### src/rtl/sdr_mon_pkg.sv
`default_nettype none
// ----------------------------------------------------------------------------
// sdr_mon_pkg : record/state types for sdr_app_txn_monitor (SDR_MON_DATA_CRC_EN)
// Rev 1.0
// ----------------------------------------------------------------------------
package sdr_mon_pkg;

  localparam int SDR_MON_AW = 26;
  localparam int SDR_MON_DW = 32;
  localparam int SDR_MON_BL = 9;

  localparam int ERR_ZERO_LEN  = 0;
  localparam int ERR_LAST_MISS = 1;
  localparam int ERR_TIMEOUT   = 2;
  localparam int ERR_OVERLAP   = 3;

  typedef enum logic [1:0] {
    IDLE = 2'd0,
    WR   = 2'd1,
    RD   = 2'd2
  } state_e;

  typedef struct packed {
    logic                  wr_n;
    logic [SDR_MON_AW-1:0] addr;
    logic [SDR_MON_BL-1:0] len;
    logic [SDR_MON_BL-1:0] beats;
    logic [3:0]            err;
`ifdef SDR_MON_DATA_CRC_EN
    logic [31:0]           crc;
`endif
  } txn_rec_t;

`ifdef SDR_MON_DATA_CRC_EN
  localparam logic [31:0] CRC_POLY = 32'h04C11DB7;
  localparam logic [31:0] CRC_INIT = 32'hFFFFFFFF;

  // MSB-first, non-reflected CRC-32 over one 32-bit word.
  function automatic logic [31:0] crc32_next(input logic [31:0] crc,
                                             input logic [31:0] data);
    logic [31:0] c;
    logic        fb;
    c = crc;
    for (int i = 31; i >= 0; i--) begin
      fb = c[31] ^ data[i];
      c  = {c[30:0], 1'b0};
      if (fb) c = c ^ CRC_POLY;
    end
    return c;
  endfunction
`endif

endpackage : sdr_mon_pkg
`default_nettype wire

### src/rtl/sdr_mon_fifo.sv
`default_nettype none
// ----------------------------------------------------------------------------
// sdr_mon_fifo : synchronous record FIFO, registered head, pop-then-push when full
// Rev 1.0
// ----------------------------------------------------------------------------
module sdr_mon_fifo
  import sdr_mon_pkg::*;
#(
  parameter int DEPTH = 4
) (
  input  logic     clk,
  input  logic     rst_n,
  input  logic     push,
  input  txn_rec_t push_rec,
  input  logic     pop,
  output logic     full,
  output logic     empty,
  output txn_rec_t head
);

  localparam int PW = $clog2(DEPTH);

  txn_rec_t       mem [DEPTH];
  logic [PW:0]    wr_ptr;
  logic [PW:0]    rd_ptr;
  logic           do_pop;
  logic           do_push;

  assign empty   = (wr_ptr == rd_ptr);
  assign full    = (wr_ptr[PW] != rd_ptr[PW]) && (wr_ptr[PW-1:0] == rd_ptr[PW-1:0]);
  assign do_pop  = pop && !empty;
  assign do_push = push && (!full || do_pop);

  always_ff @(posedge clk or negedge rst_n) begin
    if (!rst_n) begin
      wr_ptr <= '0;
      rd_ptr <= '0;
      for (int i = 0; i < DEPTH; i++) mem[i] <= '0;
    end else begin
      if (do_push) begin
        mem[wr_ptr[PW-1:0]] <= push_rec;
        wr_ptr              <= wr_ptr + 1'b1;
      end
      if (do_pop) rd_ptr <= rd_ptr + 1'b1;
    end
  end

  // Stale entries are masked so an empty FIFO presents an all-zero record.
  assign head = empty ? '0 : mem[rd_ptr[PW-1:0]];

endmodule : sdr_mon_fifo
`default_nettype wire

### src/rtl/sdr_app_txn_monitor.sv
`default_nettype none
// ----------------------------------------------------------------------------
// sdr_app_txn_monitor : passive SDRAM app-side transaction recorder (SDR_MON_DATA_CRC_EN)
// Rev 1.0
// ----------------------------------------------------------------------------
module sdr_app_txn_monitor
  import sdr_mon_pkg::*;
#(
  parameter int APP_AW      = SDR_MON_AW,
  parameter int dw          = SDR_MON_DW,
  parameter int bl          = SDR_MON_BL,
  parameter int FIFO_DEPTH  = 4,
  parameter int TIMEOUT_CYC = 1024
) (
  input  logic              sdram_clk,
  input  logic              sdram_resetn,
  input  logic              mon_req,
  input  logic              mon_req_ack,
  input  logic [APP_AW-1:0] mon_req_addr,
  input  logic [bl-1:0]     mon_req_len,
  input  logic              mon_req_wr_n,
  input  logic              mon_wr_next,
  input  logic              mon_rd_valid,
  input  logic              mon_last_wr,
  input  logic              mon_last_rd,
  input  logic [dw-1:0]     mon_wr_data,
  input  logic [dw-1:0]     mon_rd_data,
  output logic              txn_valid,
  input  logic              txn_ready,
  output txn_rec_t          txn_rec,
  output logic              mon_busy,
  output logic [3:0]        err_sticky,
  output logic [7:0]        drop_cnt,
  input  logic              clr_err
);

  localparam int WD_W = $clog2(TIMEOUT_CYC);

  state_e             state;
  state_e             state_nx;
  logic               cur_wr_n;
  logic [APP_AW-1:0]  cur_addr;
  logic [bl-1:0]      cur_len;
  logic [bl-1:0]      beats;
  logic [WD_W-1:0]    wdog;
  logic               ovl;

  logic               accept;
  logic               open;
  logic               beat;
  logic               last;
  logic [bl-1:0]      beats_inc;
  logic               hit_len;
  logic               early;
  logic               timeout;
  logic               close;
  logic               zero_len;
  logic               overlap;
  logic               push;
  txn_rec_t           push_rec;
  logic               fifo_full;
  logic               fifo_empty;
  logic               drop;
  logic [3:0]         new_err;
  logic [7:0]         drop_base;

`ifdef SDR_MON_DATA_CRC_EN
  logic [31:0]        crc;
  logic [31:0]        crc_upd;
  assign crc_upd = crc32_next(crc, (state == WR) ? mon_wr_data : mon_rd_data);
`else
  logic               unused_data;
  assign unused_data = ^{mon_wr_data, mon_rd_data};
`endif

  always_ff @(posedge sdram_clk or negedge sdram_resetn) begin
    if (!sdram_resetn) state <= IDLE;
    else               state <= state_nx;
  end

  always_comb begin
    state_nx  = state;
    accept    = mon_req && mon_req_ack;
    open      = (state != IDLE);
    beat      = 1'b0;
    last      = 1'b0;
    beats_inc = beats + 1'b1;
    if (state == WR) begin
      beat = mon_wr_next;
      last = mon_last_wr;
    end else if (state == RD) begin
      beat = mon_rd_valid;
      last = mon_last_rd;
    end
    hit_len  = beat && (beats_inc == cur_len);
    early    = beat && last && !hit_len;
    timeout  = open && !beat && (wdog == WD_W'(TIMEOUT_CYC - 1));
    close    = open && (hit_len || early || timeout);
    zero_len = !open && accept && (mon_req_len == '0);
    overlap  = open && accept;
    push     = close || zero_len;

    push_rec = '0;
    if (zero_len) begin
      push_rec.wr_n              = mon_req_wr_n;
      push_rec.addr              = mon_req_addr;
      push_rec.err[ERR_ZERO_LEN] = 1'b1;
`ifdef SDR_MON_DATA_CRC_EN
      push_rec.crc               = CRC_INIT;
`endif
    end else begin
      push_rec.wr_n               = cur_wr_n;
      push_rec.addr               = cur_addr;
      push_rec.len                = cur_len;
      push_rec.beats              = beat ? beats_inc : beats;
      push_rec.err[ERR_LAST_MISS] = (hit_len && !last) || early;
      push_rec.err[ERR_TIMEOUT]   = timeout;
      push_rec.err[ERR_OVERLAP]   = ovl || overlap;
`ifdef SDR_MON_DATA_CRC_EN
      push_rec.crc                = beat ? crc_upd : crc;
`endif
    end

    case (state)
      IDLE:    if (accept && (mon_req_len != '0)) state_nx = mon_req_wr_n ? RD : WR;
      WR, RD:  if (close) state_nx = IDLE;
      default: state_nx = IDLE;
    endcase
  end

  always_ff @(posedge sdram_clk or negedge sdram_resetn) begin
    if (!sdram_resetn) begin
      cur_wr_n <= 1'b0;
      cur_addr <= '0;
      cur_len  <= '0;
      beats    <= '0;
      wdog     <= '0;
      ovl      <= 1'b0;
`ifdef SDR_MON_DATA_CRC_EN
      crc      <= CRC_INIT;
`endif
    end else if (!open) begin
      if (accept) begin
        cur_wr_n <= mon_req_wr_n;
        cur_addr <= mon_req_addr;
        cur_len  <= mon_req_len;
        beats    <= '0;
        wdog     <= '0;
        ovl      <= 1'b0;
`ifdef SDR_MON_DATA_CRC_EN
        crc      <= CRC_INIT;
`endif
      end
    end else begin
      if (beat) begin
        beats <= beats_inc;
        wdog  <= '0;
`ifdef SDR_MON_DATA_CRC_EN
        crc   <= crc_upd;
`endif
      end else begin
        wdog <= wdog + 1'b1;
      end
      if (overlap) ovl <= 1'b1;
    end
  end

  sdr_mon_fifo #(
    .DEPTH (FIFO_DEPTH)
  ) u_fifo (
    .clk      (sdram_clk),
    .rst_n    (sdram_resetn),
    .push     (push),
    .push_rec (push_rec),
    .pop      (txn_ready),
    .full     (fifo_full),
    .empty    (fifo_empty),
    .head     (txn_rec)
  );

  assign txn_valid = !fifo_empty;
  assign mon_busy  = open;

  // A push into a full FIFO survives only if the head leaves on the same edge.
  assign drop      = push && fifo_full && !(txn_valid && txn_ready);
  assign new_err   = (push ? push_rec.err : 4'b0) | {drop, 3'b000};
  assign drop_base = clr_err ? 8'd0 : drop_cnt;

  always_ff @(posedge sdram_clk or negedge sdram_resetn) begin
    if (!sdram_resetn) begin
      err_sticky <= 4'b0;
      drop_cnt   <= 8'd0;
    end else begin
      err_sticky <= (clr_err ? 4'b0 : err_sticky) | new_err;
      drop_cnt   <= (drop && (drop_base != 8'hFF)) ? drop_base + 8'd1 : drop_base;
    end
  end

endmodule : sdr_app_txn_monitor
`default_nettype wire

### config.mk
export PLATFORM = sky130hd
export DESIGN_NAME = sdr_app_txn_monitor
export DESIGN_NICKNAME = d
export VERILOG_FILES = /design/src/rtl/sdr_mon_pkg.sv /design/src/rtl/sdr_mon_fifo.sv /design/src/rtl/sdr_app_txn_monitor.sv
export SDC_FILE = /design/constraint.sdc
export NUM_CORES = 1
export LEC_CHECK = 0
export CORE_MARGIN = 3
export CORE_UTILIZATION = 25
export CTS_BUF_LIST = sky130_fd_sc_hd__clkbuf_2
export DETAILED_ROUTE_END_ITERATION = 10
export HOLD_SLACK_MARGIN = 0.1
export SLEW_MARGIN = 30
export SYNTH_ARGS = -nofsm -noshare
export SYNTH_HDL_FRONTEND = slang
export SYNTH_SLANG_ARGS = --single-unit
### constraint.sdc
create_clock -name sdram_clk -period 2.8 [get_ports sdram_clk]
set_clock_uncertainty 0.2 [all_clocks]
set_input_delay 0.28 -clock sdram_clk [delete_from_list [all_inputs] [get_ports sdram_clk]]
set_output_delay 0.28 -clock sdram_clk [all_outputs]
set_load 0.01 [all_outputs]
### Word-level counts from Yosys, hierarchy flattened

Cells that the tools add are included.

* input port bits: 110
* word-level logic and storage cells: 127
* flip-flop bits (word level): 272

* reduce and logical (&&, ||, !) cells: 41
* bitwise logic cells: 5
* $add $sub $neg: 5
* eq/ne operators: 11
* magnitude comparators: 3
* multiplexer cells: 31

Operator list (count)
* $bwmux W196: 1
* $mux W49: 4
* $bmux W49 S2: 1
* $demux W49 S2: 1
* $mux W10: 3
* $mux W27: 1
* $mux W9: 3
* $mux W21: 1
* $logic_and A1 B1 Y1: 19
* $mux W8: 2
* $add A10 B1 Y10 const B: 1
* $eq A10 B10 Y1 const B: 1
* $add A9 B1 Y9 const B: 1
* $eq A9 B9 Y1: 1
* $logic_not A9 Y1: 1
* $reduce_bool A9 Y1: 1
* $add A8 B1 Y8 const B: 1
* $mux W1: 8
* $mux W4: 2
* $ne A8 B8 Y1 const B: 1
* $or A4 B4 Y4: 2
* $logic_not A1 Y1: 7
* $add A3 B1 Y3 const B: 2
* $ge A3 B3 Y1 const B: 2
* 17 further kinds: 29

### Logic depth before layout (Yosys ltp)

Gate-level depths: netlist (run 1).

* depth after elaboration: 14
* mapped depth: 12

### By module

Synthesis (run 1) repeated with hierarchy kept, for this count alone.

* cell total of the unflattened synthesis: 1014
* area, all modules: 13484.2 um2

Modules (own cells, without submodules)
* sdr_mon_fifo: seq. area each 5054.8 um2, cells an instance 563, area an instance 9452.8 um2, instances 1
* sdr_app_txn_monitor: seq. area each 1751.7 um2, cells an instance 451, area an instance 4031.4 um2, instances 1

### Least setup slack after synthesis (run 1)

OpenSTA, ideal clock, no wires.

* path type: register to register
* start point: register state[1]
* end point: register u_fifo.mem[101] in the netlist's numbering
* library setup time: 125 ps
* required time: 2475 ps
* stages on the path, launching flop included: 12
* arrival time: 2527 ps
* buffers on the path: 2
* path slack: -51 ps
* path through: dfrtp_1 -> inv_1 -> ha_1 -> buf_4 -> nor2b_2 -> a21boi_0 -> nor4_1 -> o211a_4 -> a31oi_4 -> nor2_1 -> buf_2 -> mux2_2

* longest elaborated chain between the ends: 11
* elaborated cells on any way between the ends: 26
* those cells by class: eq/ne (2); mux (6); reduce/logical (18)

Ends and longest elaborated chain
* start: declaration: line sdr_app_txn_monitor.sv:39 `state_e state;`
* start signal: assignment: line sdr_app_txn_monitor.sv:78 `else state <= state_nx;`
* $eq A2 B2 Y1: line sdr_app_txn_monitor.sv:91 `end else if (state == RD) begin`
* $mux W1: line sdr_app_txn_monitor.sv:91
* $mux W1: line sdr_app_txn_monitor.sv:88 `if (state == WR) begin`
* $logic_and A1 B1 Y1: line sdr_app_txn_monitor.sv:95 `hit_len = beat && (beats_inc == cur_len);`
* $logic_not A1 Y1: line sdr_app_txn_monitor.sv:96 `early = beat && last && !hit_len;`
* $logic_and A1 B1 Y1: line sdr_app_txn_monitor.sv:96
* $logic_or A1 B1 Y1 (2 in a row): line sdr_app_txn_monitor.sv:98 `close = open && (hit_len || early || timeout);`
* $logic_and A1 B1 Y1: line sdr_app_txn_monitor.sv:98
* $logic_or A1 B1 Y1: line sdr_app_txn_monitor.sv:101 `push = close || zero_len;`
* $logic_and A1 B1 Y1: line sdr_mon_fifo.sv:32 `assign do_push = push && (!full || do_pop);`
* end signal: indexed assignment: line sdr_mon_fifo.sv:41 `mem[wr_ptr[PW-1:0]] <= push_rec;`
* end: declaration: line sdr_mon_fifo.sv:23 `txn_rec_t mem [DEPTH];`

Parallel ways exist; a longest one is shown, timed or not.
A chain may end at the register's enable or synchronous reset.

### Final worst setup path (run 1)

* start point: register beats[0]
* end point: register u_fifo.mem[153] in the netlist's numbering

* longest elaborated chain between the ends: 10
* elaborated cells on any way between the ends: 13
* those cells by class: add/sub (1); eq/ne (1); mux (3); reduce/logical (8)

Ends and longest elaborated chain
* start: declaration: line sdr_app_txn_monitor.sv:44 `logic [bl-1:0] beats;`
* start signal: assignment: line sdr_app_txn_monitor.sv:156 `beats <= beats_inc;`
* $add A9 B1 Y9 *: line sdr_app_txn_monitor.sv:87 `beats_inc = beats + 1'b1;`
* $eq A9 B9 Y1: line sdr_app_txn_monitor.sv:95
* $logic_and A1 B1 Y1: line sdr_app_txn_monitor.sv:95
* $logic_not A1 Y1: line sdr_app_txn_monitor.sv:96
* $logic_and A1 B1 Y1: line sdr_app_txn_monitor.sv:96
* $logic_or A1 B1 Y1 (2 in a row): line sdr_app_txn_monitor.sv:98
* $logic_and A1 B1 Y1: line sdr_app_txn_monitor.sv:98
* $logic_or A1 B1 Y1: line sdr_app_txn_monitor.sv:101
* $logic_and A1 B1 Y1: line sdr_mon_fifo.sv:32

Mark *: on every way between the ends. The rest lies on a longest branch, timed or not.

==> impl_metrics.yaml, run 1 <==
status:
  outcome: "complete, but fails checks"
  violations: "negative setup slack"
floorplan:
  ios: 173
  start_util_pct: 25.5
  die-area_um2: 54400
  fp.dieH_um: 233
  fp.coreArea_um2: 50600
  core.rowCount: 82
  die_x_um: 233
critical_path:
  cp_slowest_cell: "dfrtp_1"
  worst-setup-path-type: "reg -> reg"
  r2r_slack_ps: -330
  startpoint_type: "register"
  slowest_delay_ps: 410
  critPathArrivalTime_ps: 3660
  crit_path_frequent_cell: "buf_6"
  worstRegToRegCells: 13
  r2r-start: "beats[0]"
  cp_cell_sequence: "ha_4, buf_6, a21oi_2, or3b_1, a41o_1, o211a_4, buf_6, a31oi_4, buf_12, nor2_4, buf_6, buf_12, mux2_4"
  crit_fanout: 5
  endpoint_kind: "register"
  required_ps: 3330
  r2r_end: "u_fifo.mem[153]"
logic_synthesis:
  syn_area_per_cell_um2: 12.8
  synth.most_common_cell: "dfrtp_1"
  synth_warnings: 0
  post-synth-top-area-cell: "dfrtp_1"
  syn_inst: 1004
  yosysSeqAreaShare_pct: 52.8
  synthTopCellsByCount: "dfrtp_1, a2bb2oi_1, mux2_2, and2_1, mux4_2"
  synth_area_leaders: "dfrtp_1, mux4_2, a2bb2oi_1, mux2_2, a32o_1"
  synth_cell_types: 66
  synth_ff_type: "dfrtp_1"
  ys_ff_latch: 272
  synth_edf_count: 0
  yosysTopAreaCellShare_pct: 52.8
  postSynth.asyncResetShare_pct: 100
  syn_nets: 1125
  netlist_area_um2: 12900
min_path:
  hp-start: "mon_rd_valid"
  hold_class: "in -> reg"
  hold_end: "beats[2]"
  whs_path_depth: 7
pwr:
  switching_share_pct: 37.0
  leakage_nw: 8.68
  total_power_mw: 19.0
  seq_power_share_pct: 32.4
  vdd_drop_max_uv: 512
  pwr-share-comb_pct: 53.0
  switching_power_mw: 7.03
  clkPwrFrac_pct: 14.6
  power_density_nw_per_um2: 949
  internal_power_mw: 12.0
cts:
  clock_latency_ps: 900
  cts.sinks: 272
  numCtsBuffers: 74
  cts_tree: "built"
  clkTransAtPathRegs_ps: 90
  cts_buffer_depth: 3
  cts_root_buf: "clkbuf_2"
  htreeDepth: 3
timing:
  tightest_slew_ps: 667
  hold_violations: 0
  rsz0062_at_grt: "true"
  fmax_mhz: 320
  setup_tns_ps: -46580
  timing.final.max_slew_violations: 0
  setup_slack_ps: -329
  finalCritPeriodShare_pct: 112
  fin_crit_ps: 3130
  setup_violations: 251
  holdWs_ps: 286
  slew_headroom_pct: 55.5
placed_design:
  globalplace.congestion: 0.801
  hpwlAfterDp_um: 24800
  place_area_um2: 15900
  io_buffers: 108
routing:
  drt-total-wl_um: 42600
  num_vias: 10400
  final_antenna_net_count: 0
  dr.pass1.iters: 5
  avgViaCountPerCell: 4.94
  drc: 0
  drt_iter0_markers: 613
  post_drt_wl_per_cell_um: 20.3
run:
  maxCapViolCount: 0
layout:
  utilization_pct: 39.5
  area_delta_synth_final_pct: 55.1
  final_area_um2: 20000
  drive_gt1_share_pct: 53.3
  num-fill-cells: 4722
  finalNetCount: 1495
global_route:
  track_usage_pct: 15.5
  grt_pass1_wl_um: 65300
  grt_remaining_overflow: 0
  antenna_found_initial: 2
  grt_max_degree: 94
  grt_pass1_vias: 11200
routing by layer:
metal	vias to the layer above	wire length [um]	track usage [%]
met3	69	1990	3.59
met5	-	0	0
li1	4629	-	-
met4	0	762	4.12
met1	5407	18800	20.2
met2	246	21000	25.8
area by class of cell:
cell class	count	area (um^2)	area share [%]
Antenna cell	2	5.00	0.0250
Timing Repair Buffer	376	4320	21.6
Tap cell	672	841	4.20
Inverter	13	61.3	0.307
Multi-Input combinational cell	637	7340	36.7
Clock buffer	102	510	2.55
Clock inverter	23	114	0.569
Sequential cell	272	6810	34.1
sequential cells by signal, summed over array words and instances (netlist names), 2 cells and up:
name and cells:
drop_cnt 8, u_fifo.rd_ptr 3, beats 9, err_sticky 4, cur_len 9, cur_addr 26, u_fifo.wr_ptr 3, wdog 10
state 2, u_fifo.mem 196
cell usage in the layout, fill, tap and decap left out, types with 44 or more instances in the layout:
master | synthesis | routed
buf_6 | 1 | 98
dfrtp_1 | 272 | 269
a2bb2oi_2 | 0 | 100
dlygate4sd3_1 | 0 | 44
clkdlybuf4s50_1 | 0 | 56
buf_4 | 7 | 104
clkbuf_2 | 2 | 102
and2_4 | 0 | 48
mux2_4 | 0 | 47
mux4_2 | 49 | 49
nand2_1 | 47 | 46
worst max-delay path, delay by kind of cell, from the launching register on:
family          cells  cell delay, ps
compound gates      4             810
buf+inv             5             650
flops               1             410
simple gates        2             410
mux                 1             290
fa+ha+maj           1             200
power groups by stage:
stage	registers [mW]	logic (mW)	clock network, mW
after CTS	6.06	9.12	2.86
after global routing	6.28	10.7	3.06
after floorplan	5.69	4.13	0
after global placement	5.87	6.81	0
after detailed placement	5.94	6.93	0
final	6.15	10.1	2.77
worst max path at each step:
stage,startpoint,end,slack [ps],depth (start not counted)
finish,beats[0],u_fifo.mem[153],-330,13
global route,u_fifo.rd_ptr[0],txn_rec[11],-410,8
CTS,u_fifo.rd_ptr[0],txn_rec[18],-400,6
detailed placement,mon_rd_valid,u_fifo.mem[132],-340,12
global placement,mon_rd_valid,u_fifo.mem[132],-340,12
floorplan,beats[1],u_fifo.mem[101],10,10
logic make-up (layout without fill, tap and decap cells):
family | after synthesis | after routing | synth area share [%]
multiplexers | 137 | 137 | 16.2
buffers and inverters | 98 | 514 | 3.34
flip-flops | 272 | 272 | 52.8
AO/OA/AOI/OAI | 265 | 266 | 16.7
adder cells (fa/ha/maj) | 11 | 11 | 1.07
AND/OR/NAND/NOR | 193 | 195 | 7.90
other | 0 | 2 | 0
XOR/XNOR | 28 | 28 | 2.02
per-stage QoR:
| stage | setup slack [ps] | std cells |
|---|---|---|
| after floorplan | 12.7 | 1004 |
| after global placement | -342 | 1850 |
| after detailed placement | -339 | 1850 |
| after CTS | -399 | 2089 |
| after global routing | -409 | 2097 |
| final | -329 | 2097 |
what timing repair did:
action	in CTS	in global routing
hold buffers	45	0
endpoints found under the hold margin	434	0
setup endpoints to repair	250	255
pin swaps	100	65
gates resized for setup	566	154
cloned	19	5
buffers inserted	64	33
Power figures use the tool's default switching activity.
==> run 2, diff against run 1 <==
--- a/config.mk
+++ b/config.mk
@@ -5,8 +5,9 @@
 export SDC_FILE = /design/constraint.sdc
 export NUM_CORES = 1
 export LEC_CHECK = 0
+export CAP_MARGIN = 20
 export CORE_MARGIN = 3
-export CORE_UTILIZATION = 25
+export CORE_UTILIZATION = 30
 export CTS_BUF_LIST = sky130_fd_sc_hd__clkbuf_2
 export DETAILED_ROUTE_END_ITERATION = 10
 export HOLD_SLACK_MARGIN = 0.1
==> run 2 against run 1 <==
The run still ends with negative setup slack left. Non-clock buffer count down 9. Critical path depth fell by 1. Sequential cell count stayed put. Worst hold slack worse by 83 ps. Via count is 0.12% lower. Setup slack improved by 34 ps. Sequential share of layout area about the same. Largest power group unchanged. Highest routed layer is now met5.
==> impl_metrics.yaml, run 2 (same netlist as run 1, synthesis figures left out) <==
timing:
  tightest_slew_ps: 660
  timing.final.max_slew_violations: 0
  hold_violations: 0
  slew_headroom_pct: 55.5
  fin_crit_ps: 3100
  setup_slack_ps: -295
  setup_tns_ps: -41460
  rsz0062_at_grt: "true"
  fmax_mhz: 323
  setup_violations: 250
  finalCritPeriodShare_pct: 111
placed_design:
  globalplace.congestion: 0.817
  hpwlAfterDp_um: 23200
  place_area_um2: 15500
  io_buffers: 108
layout:
  largestRegisters: "u_fifo.mem (196), cur_addr (26), wdog (10)"
  finalNetCount: 1486
  final_area_um2: 20000
  area_delta_synth_final_pct: 55.3
  regMostFlops: "u_fifo.mem"
  layout_commonest_cell: "dfrtp_1"
  final_cell_mix: "dfrtp_1, clkbuf_2, a2bb2oi_2, buf_6, buf_4"
  drive_gt1_share_pct: 53.8
  largest_reg_flops: 196
routing:
  post_drt_wl_per_cell_um: 22.3
  drt-total-wl_um: 43600
  drc: 0
  avgViaCountPerCell: 5.29
  drt_iter0_markers: 519
  dr.pass1.iters: 5
  num_vias: 10300
  final_antenna_net_count: 0
floorplan:
  core.rowCount: 75
  die-area_um2: 45500
  fp.coreArea_um2: 42200
  die_x_um: 213
  start_util_pct: 30.5
  fp.dieH_um: 213
  ios: 173
status:
  outcome: "complete, but fails checks"
  violations: "negative setup slack"
min_path:
  hold_class: "in -> reg"
global_route:
  grt_max_degree: 65
  antenna_found_initial: 3
  track_usage_pct: 19.0
  grt_pass1_wl_um: 66000
  grt_remaining_overflow: 0
  grt_pass1_vias: 11100
cts:
  cts_tree: "built"
  numCtsBuffers: 73
  cts_root_buf: "clkbuf_2"
  cts.sinks: 272
  htreeDepth: 3
  clock_latency_ps: 880
  clkTransAtPathRegs_ps: 100
  cts_buffer_depth: 3
critical_path:
  required_ps: 3290
  crit_fanout: 7
  worst-setup-path-type: "reg -> reg"
  endpoint_kind: "register"
  startpoint_type: "register"
  critPathArrivalTime_ps: 3580
pwr:
  total_power_mw: 19.2
  vdd_drop_max_uv: 433
  power_density_nw_per_um2: 958
  leakage_nw: 8.76
run:
  maxCapViolCount: 0
==> run 2: changes by cell type in the layout (fill, tap and decap cells not counted), moves of 3 or more <==
cell,delta
buf_4,-20
and2_1,+5
buf_8,-9
clkinvlp_4,+3
buf_2,+4
clkbuf_2,+7
nand2b_4,+3
buf_16,+19
clkinv_1,-10
and2_4,-5
==> run 2: final timing paths <==
kind                                startpoint              end  slack (ps)  cells past startpoint
worst min register to register  u_fifo.mem[16]   u_fifo.mem[16]         300                      1
max in group asynchronous         sdram_resetn  u_fifo.mem[171]        1630                      4
min in group asynchronous         sdram_resetn  u_fifo.mem[183]         410                      4
worst max-delay path                  beats[1]    u_fifo.mem[2]        -300                     12
worst min-delay path              mon_rd_valid         beats[8]         200                      5
worst max register to register        beats[1]    u_fifo.mem[2]        -300                     12
==> run 2: what timing repair did <==
item                                   in CTS  in global routing
setup endpoints to repair                 252                262
gates cloned                               32                  4
gates resized for setup                   592                127
pin swaps                                 126                 41
setup buffers                              66                 18
hold buffers                               43                  0
endpoints found under the hold margin     424                  0
==> run 2: power by group <==
| group | internal, mW | switching, mW | total [mW] |
|---|---|---|---|
| combinational | 5.85 | 4.43 | 10.3 |
| sequential | 5.15 | 1.04 | 6.19 |
| clock | 1.03 | 1.70 | 2.73 |
| total | 12.0 | 7.17 | 19.2 |
==> run 2: through the flow <==
stage	cells	setup slack [ps]	util, %	hold WS, ps
after floorplan	1004	12.7	-	-216
after global placement	1697	-191	36.8	89.5
after detailed placement	1697	-240	36.8	90.4
after CTS	1950	-337	46.2	114
after global routing	1955	-367	47.4	159
final	1956	-295	47.4	203
==> run 2: cell type report <==
| cell class | count | area, um^2 |
|---|---|---|
| sequential | 272 | 6820 |
| tap | 539 | 674 |
| antenna | 3 | 7.51 |
| clock buffer | 109 | 546 |
| fill | 3706 | 22200 |
| inverter | 13 | 61.3 |
| clock inverter | 15 | 70.1 |
| timing repair buffer | 367 | 4530 |
| multi-input combinational | 638 | 7330 |
==> run 2: worst max-delay path, stage by stage (launching register included) <==
cell	delay, ps
dfrtp_1	420
ha_4	200
a21oi_2	30
or3b_1	350
a41o_1	230
o211a_4	270
buf_6	120
a31oi_4	310
buf_6	160
a21oi_4	50
buf_6	150
buf_12	140
mux2_4	300
==> run 2: layer usage <==
| metal | wire length, um | track usage, % | vias up |
|---|---|---|---|
| met5 | 13 | 0 | - |
| met4 | 1510 | 6.65 | 2 |
| met3 | 2310 | 4.62 | 111 |
| li1 | - | - | 4608 |
| met1 | 18800 | 25.0 | 5312 |
| met2 | 20900 | 30.9 | 306 |
